<file path="config.mk">
export PLATFORM = sky130hd
export DESIGN_NAME = rv_multicycle_seq_flat
export DESIGN_NICKNAME = d
export VERILOG_FILES = /design/src/rtl/rv_multicycle_seq_pkg.sv /design/src/rtl/rv_multicycle_seq_if.sv /design/src/rtl/rv_mem_wait_timer.sv /design/src/rtl/rv_multicycle_seq.sv /design/src/flat_wrapper.sv
export SDC_FILE = /design/constraint.sdc
export NUM_CORES = 1
export LEC_CHECK = 0
export BUFFER_PORTS_ARGS = -buffer_cell sky130_fd_sc_hd__buf_2
export CORE_AREA = 2 2 72 102
export CTS_BUF_LIST = sky130_fd_sc_hd__clkbuf_16
export CTS_CLUSTER_SIZE = 40
export DETAILED_ROUTE_END_ITERATION = 16
export DIE_AREA = 0 0 74 104
export PLACE_DENSITY = 0.6
export SLEW_MARGIN = 40
export SYNTH_ARGS = -nofsm -noshare
export SYNTH_HDL_FRONTEND = slang
export SYNTH_SLANG_ARGS = --single-unit
</file>
<file path="constraint.sdc">
create_clock -name clk -period 4.3 [get_ports clk]
set_input_delay 0.86 -clock clk [delete_from_list [all_inputs] [get_ports clk]]
set_output_delay 0.86 -clock clk [all_outputs]
set_load 0.05 [all_outputs]
</file>
<file path="src/rtl/rv_multicycle_seq_pkg.sv">
// rv_multicycle_seq_pkg: opcodes, FSM states, opcode classes, trap causes
// for the RV32I multi-cycle sequencer, plus the opcode classifier.
package rv_multicycle_seq_pkg;

  localparam logic [6:0] OP_R      = 7'b0110011;
  localparam logic [6:0] OP_I      = 7'b0010011;
  localparam logic [6:0] OP_LOAD   = 7'b0000011;
  localparam logic [6:0] OP_STORE  = 7'b0100011;
  localparam logic [6:0] OP_BRANCH = 7'b1100011;
  localparam logic [6:0] OP_JAL    = 7'b1101111;
  localparam logic [6:0] OP_JALR   = 7'b1100111;
  localparam logic [6:0] OP_AUIPC  = 7'b0010111;
  localparam logic [6:0] OP_LUI    = 7'b0110111;
  localparam logic [6:0] OP_NOP    = 7'b0000000;

  typedef enum logic [2:0] {
    ST_IDLE   = 3'd0,
    ST_FETCH  = 3'd1,
    ST_DECODE = 3'd2,
    ST_EXEC   = 3'd3,
    ST_MEM    = 3'd4,
    ST_WB     = 3'd5,
    ST_TRAP   = 3'd6
  } state_t;

  typedef enum logic [3:0] {
    CL_R      = 4'd0,
    CL_I      = 4'd1,
    CL_LOAD   = 4'd2,
    CL_STORE  = 4'd3,
    CL_BRANCH = 4'd4,
    CL_JAL    = 4'd5,
    CL_JALR   = 4'd6,
    CL_AUIPC  = 4'd7,
    CL_LUI    = 4'd8,
    CL_NOP    = 4'd9,
    CL_ILL    = 4'd10
  } cls_t;

  typedef enum logic [1:0] {
    TC_NONE = 2'b00,
    TC_ILL  = 2'b01,
    TC_BUS  = 2'b10
  } cause_t;

  function automatic cls_t op_class(input logic [6:0] op);
    cls_t c;
    c = CL_ILL;
    unique case (1'b1)
      (op == OP_R):      c = CL_R;
      (op == OP_I):      c = CL_I;
      (op == OP_LOAD):   c = CL_LOAD;
      (op == OP_STORE):  c = CL_STORE;
      (op == OP_BRANCH): c = CL_BRANCH;
      (op == OP_JAL):    c = CL_JAL;
      (op == OP_JALR):   c = CL_JALR;
      (op == OP_AUIPC):  c = CL_AUIPC;
      (op == OP_LUI):    c = CL_LUI;
      (op == OP_NOP):    c = CL_NOP;
      default:           c = CL_ILL;
    endcase
    return c;
  endfunction

endpackage

</file>
<file path="src/rtl/rv_multicycle_seq_if.sv">
// rv_multicycle_seq_if: shared memory-port handshake.
// master (sequencer) drives req/we/addr_sel; slave (memory) returns mem_ready.
interface rv_multicycle_seq_if;
  logic mem_req;
  logic mem_we;
  logic addr_sel;
  logic mem_ready;

  modport master (
    output mem_req,
    output mem_we,
    output addr_sel,
    input  mem_ready
  );

  modport slave (
    input  mem_req,
    input  mem_we,
    input  addr_sel,
    output mem_ready
  );
endinterface

</file>
<file path="src/rtl/rv_mem_wait_timer.sv">
// rv_mem_wait_timer: counts cycles a memory request waits for mem_ready.
// clr: restart count; wait_cyc: request pending, not ready; timeout: last allowed wait.
module rv_mem_wait_timer #(
  parameter int MEM_TIMEOUT = 16
) (
  input  logic clk,
  input  logic rst_n,
  input  logic clr,
  input  logic wait_cyc,
  output logic timeout
);

  localparam int W = $clog2(MEM_TIMEOUT + 1);
  localparam logic [W-1:0] LAST = W'(MEM_TIMEOUT - 1);

  logic [W-1:0] cnt;

  always_ff @(posedge clk or negedge rst_n) begin
    if (!rst_n) begin
      cnt <= '0;
    end else if (clr) begin
      cnt <= '0;
    end else if (wait_cyc) begin
      cnt <= cnt + 1'b1;
    end
  end

  // Fires in the MEM_TIMEOUT-th consecutive wait cycle.
  assign timeout = wait_cyc && (cnt == LAST);

endmodule

</file>
<file path="src/rtl/rv_multicycle_seq.sv">
// rv_multicycle_seq: RV32I multi-cycle sequencer. Ports: clk, rst_n, run, opcode,
// br_taken, mem (handshake if), ir/pc/rf enables, instr_done, halted, trap_cause, instret.
module rv_multicycle_seq
  import rv_multicycle_seq_pkg::*;
#(
  parameter int MEM_TIMEOUT = 16,
  parameter int CNT_W       = 32
) (
  input  logic                  clk,
  input  logic                  rst_n,
  input  logic                  run,
  input  logic [6:0]            opcode,
  input  logic                  br_taken,
  rv_multicycle_seq_if.master   mem,
  output logic                  ir_we,
  output logic                  pc_we,
  output logic                  pc_sel,
  output logic                  rf_we,
  output logic                  instr_done,
  output logic                  halted,
  output logic [1:0]            trap_cause,
  output logic [CNT_W-1:0]      instret
);

  state_t st;
  state_t st_nxt;
  state_t bound;
  cls_t   cls_q;
  cls_t   dec;
  cause_t cause_q;
  cause_t cause_d;
  logic   cls_ld;
  logic   trap_ld;
  logic   req_st;
  logic   wait_cyc;
  logic   tmr_clr;
  logic   tmo;

  assign dec     = op_class(opcode);
  assign bound   = run ? ST_FETCH : ST_IDLE;
  assign req_st  = (st == ST_FETCH) || (st == ST_MEM);
  assign wait_cyc = req_st && !mem.mem_ready;
  assign tmr_clr = mem.mem_ready
                 || ((st_nxt == ST_FETCH || st_nxt == ST_MEM)
                     && st_nxt != st);

  rv_mem_wait_timer #(
    .MEM_TIMEOUT(MEM_TIMEOUT)
  ) u_tmr (
    .clk     (clk),
    .rst_n   (rst_n),
    .clr     (tmr_clr),
    .wait_cyc(wait_cyc),
    .timeout (tmo)
  );

  always_ff @(posedge clk or negedge rst_n) begin
    if (!rst_n) begin
      st      <= ST_IDLE;
      cls_q   <= CL_NOP;
      cause_q <= TC_NONE;
      instret <= '0;
    end else begin
      st <= st_nxt;
      if (cls_ld) cls_q <= dec;
      if (trap_ld) cause_q <= cause_d;
      if (instr_done) instret <= instret + 1'b1;
    end
  end

  always_comb begin
    st_nxt       = st;
    mem.mem_req  = 1'b0;
    mem.mem_we   = 1'b0;
    mem.addr_sel = 1'b0;
    ir_we        = 1'b0;
    pc_we        = 1'b0;
    pc_sel       = 1'b0;
    rf_we        = 1'b0;
    instr_done   = 1'b0;
    cls_ld       = 1'b0;
    trap_ld      = 1'b0;
    cause_d      = TC_NONE;
    unique case (st)
      ST_IDLE: begin
        if (run) st_nxt = ST_FETCH;
      end
      ST_FETCH: begin
        mem.mem_req = 1'b1;
        if (tmo) begin
          st_nxt  = ST_TRAP;
          trap_ld = 1'b1;
          cause_d = TC_BUS;
        end else if (mem.mem_ready) begin
          ir_we  = 1'b1;
          st_nxt = ST_DECODE;
        end
      end
      ST_DECODE: begin
        cls_ld = 1'b1;
        if (dec == CL_NOP) begin
          pc_we      = 1'b1;
          instr_done = 1'b1;
          st_nxt     = bound;
        end else if (dec == CL_ILL) begin
          st_nxt  = ST_TRAP;
          trap_ld = 1'b1;
          cause_d = TC_ILL;
        end else begin
          st_nxt = ST_EXEC;
        end
      end
      ST_EXEC: begin
        if (cls_q == CL_LOAD || cls_q == CL_STORE) begin
          st_nxt = ST_MEM;
        end else if (cls_q == CL_BRANCH) begin
          pc_we      = 1'b1;
          pc_sel     = br_taken;
          instr_done = 1'b1;
          st_nxt     = bound;
        end else begin
          st_nxt = ST_WB;
        end
      end
      ST_MEM: begin
        mem.mem_req  = 1'b1;
        mem.addr_sel = 1'b1;
        mem.mem_we   = (cls_q == CL_STORE);
        if (tmo) begin
          st_nxt  = ST_TRAP;
          trap_ld = 1'b1;
          cause_d = TC_BUS;
        end else if (mem.mem_ready) begin
          if (cls_q == CL_STORE) begin
            pc_we      = 1'b1;
            instr_done = 1'b1;
            st_nxt     = bound;
          end else begin
            st_nxt = ST_WB;
          end
        end
      end
      ST_WB: begin
        rf_we      = 1'b1;
        pc_we      = 1'b1;
        pc_sel     = (cls_q == CL_JAL) || (cls_q == CL_JALR);
        instr_done = 1'b1;
        st_nxt     = bound;
      end
      ST_TRAP: begin
        st_nxt = ST_TRAP;
      end
      default: begin
        st_nxt = ST_IDLE;
      end
    endcase
  end

  assign halted     = (st == ST_TRAP);
  assign trap_cause = cause_q;

endmodule

</file>
<file path="src/flat_wrapper.sv">
// flat-port wrapper written by rule: the top's interface ports become plain ports
module rv_multicycle_seq_flat import rv_multicycle_seq_pkg::*;
#(
  parameter int MEM_TIMEOUT = 16,
  parameter int CNT_W       = 32
)
  (clk, rst_n, run, opcode, br_taken, ir_we, pc_we, pc_sel, rf_we, instr_done, halted, trap_cause, instret, mem_mem_req, mem_mem_we, mem_addr_sel, mem_mem_ready);
  rv_multicycle_seq_if mem_i ();
  input  logic clk;
  input  logic rst_n;
  input  logic run;
  input  logic [6:0] opcode;
  input  logic br_taken;
  output logic ir_we;
  output logic pc_we;
  output logic pc_sel;
  output logic rf_we;
  output logic instr_done;
  output logic halted;
  output logic [1:0] trap_cause;
  output logic [CNT_W-1:0] instret;
  output wire logic [$bits(mem_i.mem_req)-1:0] mem_mem_req;
  output wire logic [$bits(mem_i.mem_we)-1:0] mem_mem_we;
  output wire logic [$bits(mem_i.addr_sel)-1:0] mem_addr_sel;
  input wire logic [$bits(mem_i.mem_ready)-1:0] mem_mem_ready;
  assign mem_mem_req = mem_i.mem_req;
  assign mem_mem_we = mem_i.mem_we;
  assign mem_addr_sel = mem_i.addr_sel;
  assign mem_i.mem_ready = mem_mem_ready;
  rv_multicycle_seq #(.MEM_TIMEOUT(MEM_TIMEOUT), .CNT_W(CNT_W)) u_core (.clk(clk), .rst_n(rst_n), .run(run), .opcode(opcode), .br_taken(br_taken), .mem(mem_i), .ir_we(ir_we), .pc_we(pc_we), .pc_sel(pc_sel), .rf_we(rf_we), .instr_done(instr_done), .halted(halted), .trap_cause(trap_cause), .instret(instret));
endmodule
</file>
==> reports/results.tsv, run 1 <==
stage	metric	value	unit
setup_path	critical path peak fanout	5	
timing	Slew HR	48.7	%
setup_path	r2r startpoint	u_core.cls_q[1]	
routing	total number of vias	2167	
place	Port Buf Inserts	54	
global_routing	number of global-route vias before repair	2108	
synthesis	sequential area share after synthesis	43.8	%
setup_path	RR Endpoint	u_core.instret[25]	
die	I/O pin count	55	
routing	starting DRC count in detailed routing	83	
global_routing	grt peak-use layer	met2	
setup_path	R2R Setup Slk	2000	ps
routing	ANT nets after route	0	
power	Switch Pwr	0.000697	W
synthesis	largest cells by area after synthesis	dfrtp_1 (42%), xor2_1 (8.6%), nor2_1 (4.1%)	
synthesis	share of the synthesized area in the top cell type	41.8	%
clocking	Worst-path clk slew	60	ps
power	Pwr Total	0.00163	W
min_path	hold crit path type	flop to flop	
clocking	Root Buffer	clkbuf_16	
setup_path	Crit Path Category	input port to output pin	
die	Die Span Y	104	µm
power	Combinational Power Share	40.2	%
die	width of the die	74	µm
synthesis	leading area contributor after synthesis	dfrtp_1	
synthesis	synth cell count leaders	dfrtp_1 (44), nor2_1 (29), xor2_1 (26)	
place	Final HPWL DP	4270	µm
synthesis	most frequent cell after synthesis	dfrtp_1	
power	Worst VDD drop	0.246	mV
clocking	CTS tree	built	
global_routing	largest net degree at the start of global routing	47	
global_routing	M2 GR Usage	26.0	%
place	gpl congestion	0.727	
synthesis	Synth Instances	273	
timing	Final Hold Fails	0	
finish	final net count	341	
clocking	clk sinks	46	
place	Cell Area, Placed	0.00299	mm²
power	Int Pwr	0.000933	W
synthesis	Synth Area per Inst	9.65	µm²
global_routing	Total GRT Usage	16.0	%
synthesis	ys async rst share	100	%
status	outcome	finished clean	
routing	mean routed wirelength per cell	13.8	µm
synthesis	top_reg_cell synth	dfrtp_1	
global_routing	global-route wire length before repair	9870	µm
routing	drt first pass iters	4	
clocking	number of instances resized during post-cts repair	0	
timing	Tcrit/Tclk final	70.7	%
timing	Final Skew	5.05	ps
global_routing	routing usage on met3	3.10	%
power	pwr dens	522	mW/mm²
timing	worst slew pin tran	770	ps
die	area of the die	0.00770	mm²
routing	WL final	5820	µm
global_routing	grt ovf	0	
timing	RSZ-0062 raised after global routing	no	
clocking	clock buffer depth	2	
synthesis	Mapped Nets	288	
run	max-cap check violation count	0	
global_routing	initial antenna violation count	0	
clocking	post-cts hold buffer count	0	
timing	Sum Neg Setup Slack	0	ps
power	switching share of total power	42.8	%
synthesis	total number of yosys warnings	0	
setup_path	CP required	3440	ps
clocking	CTS Buf Count	5	
timing	fmax	329	MHz
clocking	Clock Latency Late Sink	280	ps
setup_path	R2R depth	6	
finish	Synth-to-Final Area Change	18.6	%
die	core box area	0.00680	mm²
setup_path	CP Launch Type	input port	
setup_path	Setup crit end kind	output pin	
clocking	post-CTS setup buffer count	0	
power	Flop pwr share	37.7	%
setup_path	Worst Setup SP	opcode[0]	
clocking	H-Tree Depth	2	
routing	DR vias/cell	5.14	
synthesis	#FFs+latches synth	46	
timing	Tmin final	3040	ps
power	LEAKAGE	1.52	nW
synthesis	Post-Syn Area	0.00263	mm²
global_routing	routing usage on met1	21.3	%
finish	share of layout cells above drive strength 1	24.2	%
finish	final instance area	0.00312	mm²
finish	Ant. Diodes	0	
timing	final setup fails	0	
synthesis	Post-synth EDFFs	0	
die	Initial Util	38.7	%
synthesis	post-synth cell types	57	
setup_path	Worst EP arrival	2180	ps
routing	drt drc	0	
die	Rows	36	
timing	Slew Limit Fails	0	
setup_path	crit path to	instr_done	
power	Clock power frac	22.1	%
[registers in the layout, indices dropped and copies added, names as in the netlist]
| signal | count |
|---|---|
| u_core.st | 3 |
| u_core.u_tmr.cnt | 5 |
| u_core.trap_cause | 2 |
| u_core.cls_q | 4 |
| u_core.instret | 32 |
[per-stage QoR]
stage	cells	setup slack (ps)	hold WS, ps	utilization, %
3_5_place_dp	414	1250	454	43.9
3_3_place_gp	414	1260	452	43.9
2_1_floorplan	273	559	516	-
6_report	422	1260	464	45.9
4_1_cts	422	1240	466	45.9
5_1_grt	422	1020	485	45.9
[cells in the final DEF (no fill, tap or decap), types with 3 or more instances in the layout]
cell type | synthesis | routed
nor3_1 | 9 | 9
clkinv_1 | 0 | 3
o211ai_1 | 3 | 3
buf_2 | 4 | 53
a21oi_1 | 4 | 4
nor2b_1 | 3 | 3
a31oi_1 | 3 | 3
o22ai_1 | 5 | 5
xnor2_1 | 7 | 7
and2_1 | 4 | 4
a21o_1 | 4 | 4
or2_2 | 3 | 3
nand2b_1 | 6 | 6
xor2_1 | 26 | 26
nand4_1 | 10 | 10
dfrtp_1 | 44 | 44
o21ai_0 | 5 | 5
nand2_1 | 18 | 18
nor2_1 | 29 | 29
nand3_1 | 9 | 9
nor4_1 | 7 | 7
nand3b_1 | 6 | 6
clkbuf_16 | 0 | 5
ha_1 | 3 | 3
and3_1 | 3 | 3
inv_1 | 18 | 18
[per-layer routing]
metal / vias up / routed length (µm)
met5: - / 0
met4: 0 / 91
met3: 9 / 264
met2: 48 / 2890
met1: 1037 / 2570
li1: 1073 / -
[worst max-delay path: stages]
cell and delay, ps:
buf_2 110, nor3_1 280, nand4_1 190, a21oi_4 260, or2_2 210, buf_2 270
[cells by family (layout without fill, tap and decap cells)]
group,after synthesis,in the layout,synth area share (%)
adder cells (fa/ha/maj),3,3,1.43
multiplexers,2,2,1.28
AND/OR/NAND/NOR,118,118,24.7
buffers and inverters,26,80,4.04
flip-flops,46,46,43.8
AO/OA/AOI/OAI,45,45,13.8
XOR/XNOR,33,33,11.0
[power groups by stage]
stage	Clock (W)	Combinational (W)	Sequential, W
finish	0.000360	0.000656	0.000614
global route	0.000386	0.000715	0.000630
CTS	0.000372	0.000661	0.000613
detailed placement	0	0.000659	0.000621
global placement	0	0.000657	0.000619
floorplan	0	0.000454	0.000676
[how the worst min path moves through the flow]
stage                             startpoint                  to  slack, ps  depth (start not counted)
after floorplan              u_core.cls_q[3]     u_core.cls_q[3]        520                          2
after global placement    u_core.instret[31]  u_core.instret[31]        450                          1
after detailed placement  u_core.instret[31]  u_core.instret[31]        450                          1
after CTS                 u_core.instret[31]  u_core.instret[31]        470                          1
after global routing      u_core.instret[31]  u_core.instret[31]        480                          1
final                     u_core.instret[31]  u_core.instret[31]        460                          1
[layout make-up]
| type | count | area [µm²] |
|---|---|---|
| fillers | 695 | 3680 |
| multi-input cells | 201 | 1370 |
| flip-flops and latches | 46 | 1150 |
| well taps | 95 | 119 |
| repair buffers | 54 | 273 |
| clock inverters | 3 | 11.3 |
| inverters | 18 | 67.6 |
| clock buffers | 5 | 125 |
(Power assumes the default switching activity.)
==> run 2, diff against run 1 <==
- PLACE_DENSITY: 0.6 -> 0.62
- clock period: 4.3 -> 2.7 ns (I/O delays scaled with it)
==> run 2 against run 1 <==
Compared with the run above: largest power group unchanged; highest routed layer unchanged; sequential cell count unchanged; setup slack lost 1100 ps; final cell count grew 0.71%; routed wire length about the same; die area unchanged.
==> reports/results.tsv, run 2 (synthesis gave the netlist of run 1 again) <==
stage	metric	value	unit
timing	Slew HR	52.5	%
timing	Tmin final	2550	ps
clocking	H-Tree Depth	2	
power	LEAKAGE	1.55	nW
clocking	Clock Latency Late Sink	290	ps
timing	RSZ-0062 raised after global routing	no	
run	max-cap check violation count	0	
timing	Sum Neg Setup Slack	0	ps
finish	max reg flops	32	
place	pre-CTS setup slack	246	ps
finish	Synth-to-Final Area Change	21.1	%
finish	share of layout cells above drive strength 1	26.4	%
routing	ANT nets after route	0	
power	switching share of total power	41.7	%
timing	worst slew pin tran	712	ps
die	I/O pin count	55	
global_routing	grt ovf	0	
global_routing	Total GRT Usage	16.0	%
power	Int Pwr	0.00161	W
clocking	clock buffer depth	2	
timing	Final Hold Fails	0	
finish	top flop regs	u_core.instret: 32 flops, u_core.u_tmr.cnt: 5 flops, u_core.cls_q: 4 flops	
setup_path	RR Endpoint	u_core.instret[23]	
setup_path	R2R Setup Slk	480	ps
die	Die Span Y	104	µm
setup_path	Worst EP arrival	2010	ps
place	Final HPWL DP	4340	µm
power	pwr dens	864	mW/mm²
finish	Ant. Diodes	0	
routing	starting DRC count in detailed routing	148	
timing	fmax	392	MHz
finish	most frequent cells in the layout	buf_2 (53), dfrtp_1 (44), nor2_1 (28), xor2_1 (26)	
setup_path	Crit Path Category	flop to output pin	
routing	drt first pass iters	4	
setup_path	r2r startpoint	u_core.cls_q[1]	
die	area of the die	0.00770	mm²
timing	Slew Limit Fails	0	
routing	drt drc	0	
setup_path	Setup crit end kind	output pin	
status	outcome	finished clean	
global_routing	largest net degree at the start of global routing	31	
power	Combinational Power Share	38.5	%
finish	post-layout util	46.9	%
global_routing	initial antenna violation count	0	
setup_path	R2R depth	6	
timing	Final Skew	6.12	ps
routing	WL final	5820	µm
clocking	Root Buffer	clkbuf_16	
routing	total number of vias	2192	
clocking	post-CTS setup buffer count	0	
min_path	hold crit path type	input port to asynchronous set/reset pin	
setup_path	CP required	2160	ps
die	width of the die	74	µm
finish	Reg with most FFs	u_core.instret	
clocking	clk sinks	46	
power	Flop pwr share	35.2	%
setup_path	critical path peak fanout	10	
die	Rows	36	
finish	FILL cells	660	
power	Clock power frac	26.3	%
place	gpl congestion	0.842	
timing	Tcrit/Tclk final	94.4	%
finish	area of the multi-input gates	0.00138	mm²
clocking	CTS Buf Count	5	
die	core box area	0.00680	mm²
routing	mean routed wirelength per cell	13.7	µm
place	Port Buf Inserts	54	
finish	final net count	344	
clocking	CTS tree	built	
finish	storage element area	0.00115	mm²
power	Switch Pwr	0.00115	W
timing	final setup fails	0	
timing	final worst slack	151	ps
global_routing	global-route wire length before repair	9880	µm
setup_path	CP Launch Type	flop	
die	Initial Util	38.7	%
global_routing	number of global-route vias before repair	2085	
power	Worst VDD drop	0.405	mV
routing	DR vias/cell	5.16	
finish	commonest non-fill, non-tap cell in the layout	buf_2	
clocking	Worst-path clk slew	70	ps
## run 2: repair_timing
action | 4_1_cts | 5_1_grt
gates resized for setup | 0 | 2
hold buffers | 0 | 0
setup endpoints to repair | 0 | 1
## run 2: metal layers
metal,share of wire (%),GRT usage [%]
met4,1.6,5.71
met1,44,20.7
met3,3.7,2.81
met5,0,0
met2,51,26.4
## run 2: power by group through the flow
stage | Clock [W] | Sequential (W) | Combinational (W)
2_1_floorplan | 0 | 0.00108 | 0.000729
3_3_place_gp | 0 | 0.000979 | 0.00106
3_5_place_dp | 0 | 0.000982 | 0.00107
4_1_cts | 0.000741 | 0.000969 | 0.00107
5_1_grt | 0.000772 | 0.000994 | 0.00115
6_report | 0.000725 | 0.000971 | 0.00106
## run 2: metrics by stage
step | hold WS [ps] | total power [W] | cell area [µm²] | instances
after floorplan | 244 | 0.00181 | 2640 | 273
after global placement | 462 | 0.00204 | 3010 | 417
after detailed placement | 464 | 0.00205 | 3010 | 417
after CTS | 305 | 0.00278 | 3190 | 425
after global routing | 335 | 0.00291 | 3190 | 425
final | 282 | 0.00276 | 3190 | 425
## run 2: worst max-delay path by stage
stage                  from  slack (ps)            endpoint
2_1_floorplan  u_core.st[1]          50              pc_sel
3_3_place_gp      opcode[0]         260  u_core.instret[31]
3_5_place_dp      opcode[0]         250  u_core.instret[23]
4_1_cts        u_core.st[2]          90              pc_sel
5_1_grt        u_core.st[2]           5              pc_sel
6_report       u_core.st[2]         150              pc_sel
## run 2: layout make-up
class	instances	share of cell area (%)
inverter	18	2.12
clock buffer	5	3.92
timing repair buffer	57	9.25
clock inverter	3	1.49
multi-input combinational	201	43.3
sequential	46	36.2
tap	95	3.73
## run 2: worst max-delay path, cell delays in order (launching register included)
cell and delay, ps:
dfrtp_1 460, nand3b_1 240, a2111oi_1 390, a21oi_1 80, o21ai_0 140, nor3b_2 160
clkbuf_4 240
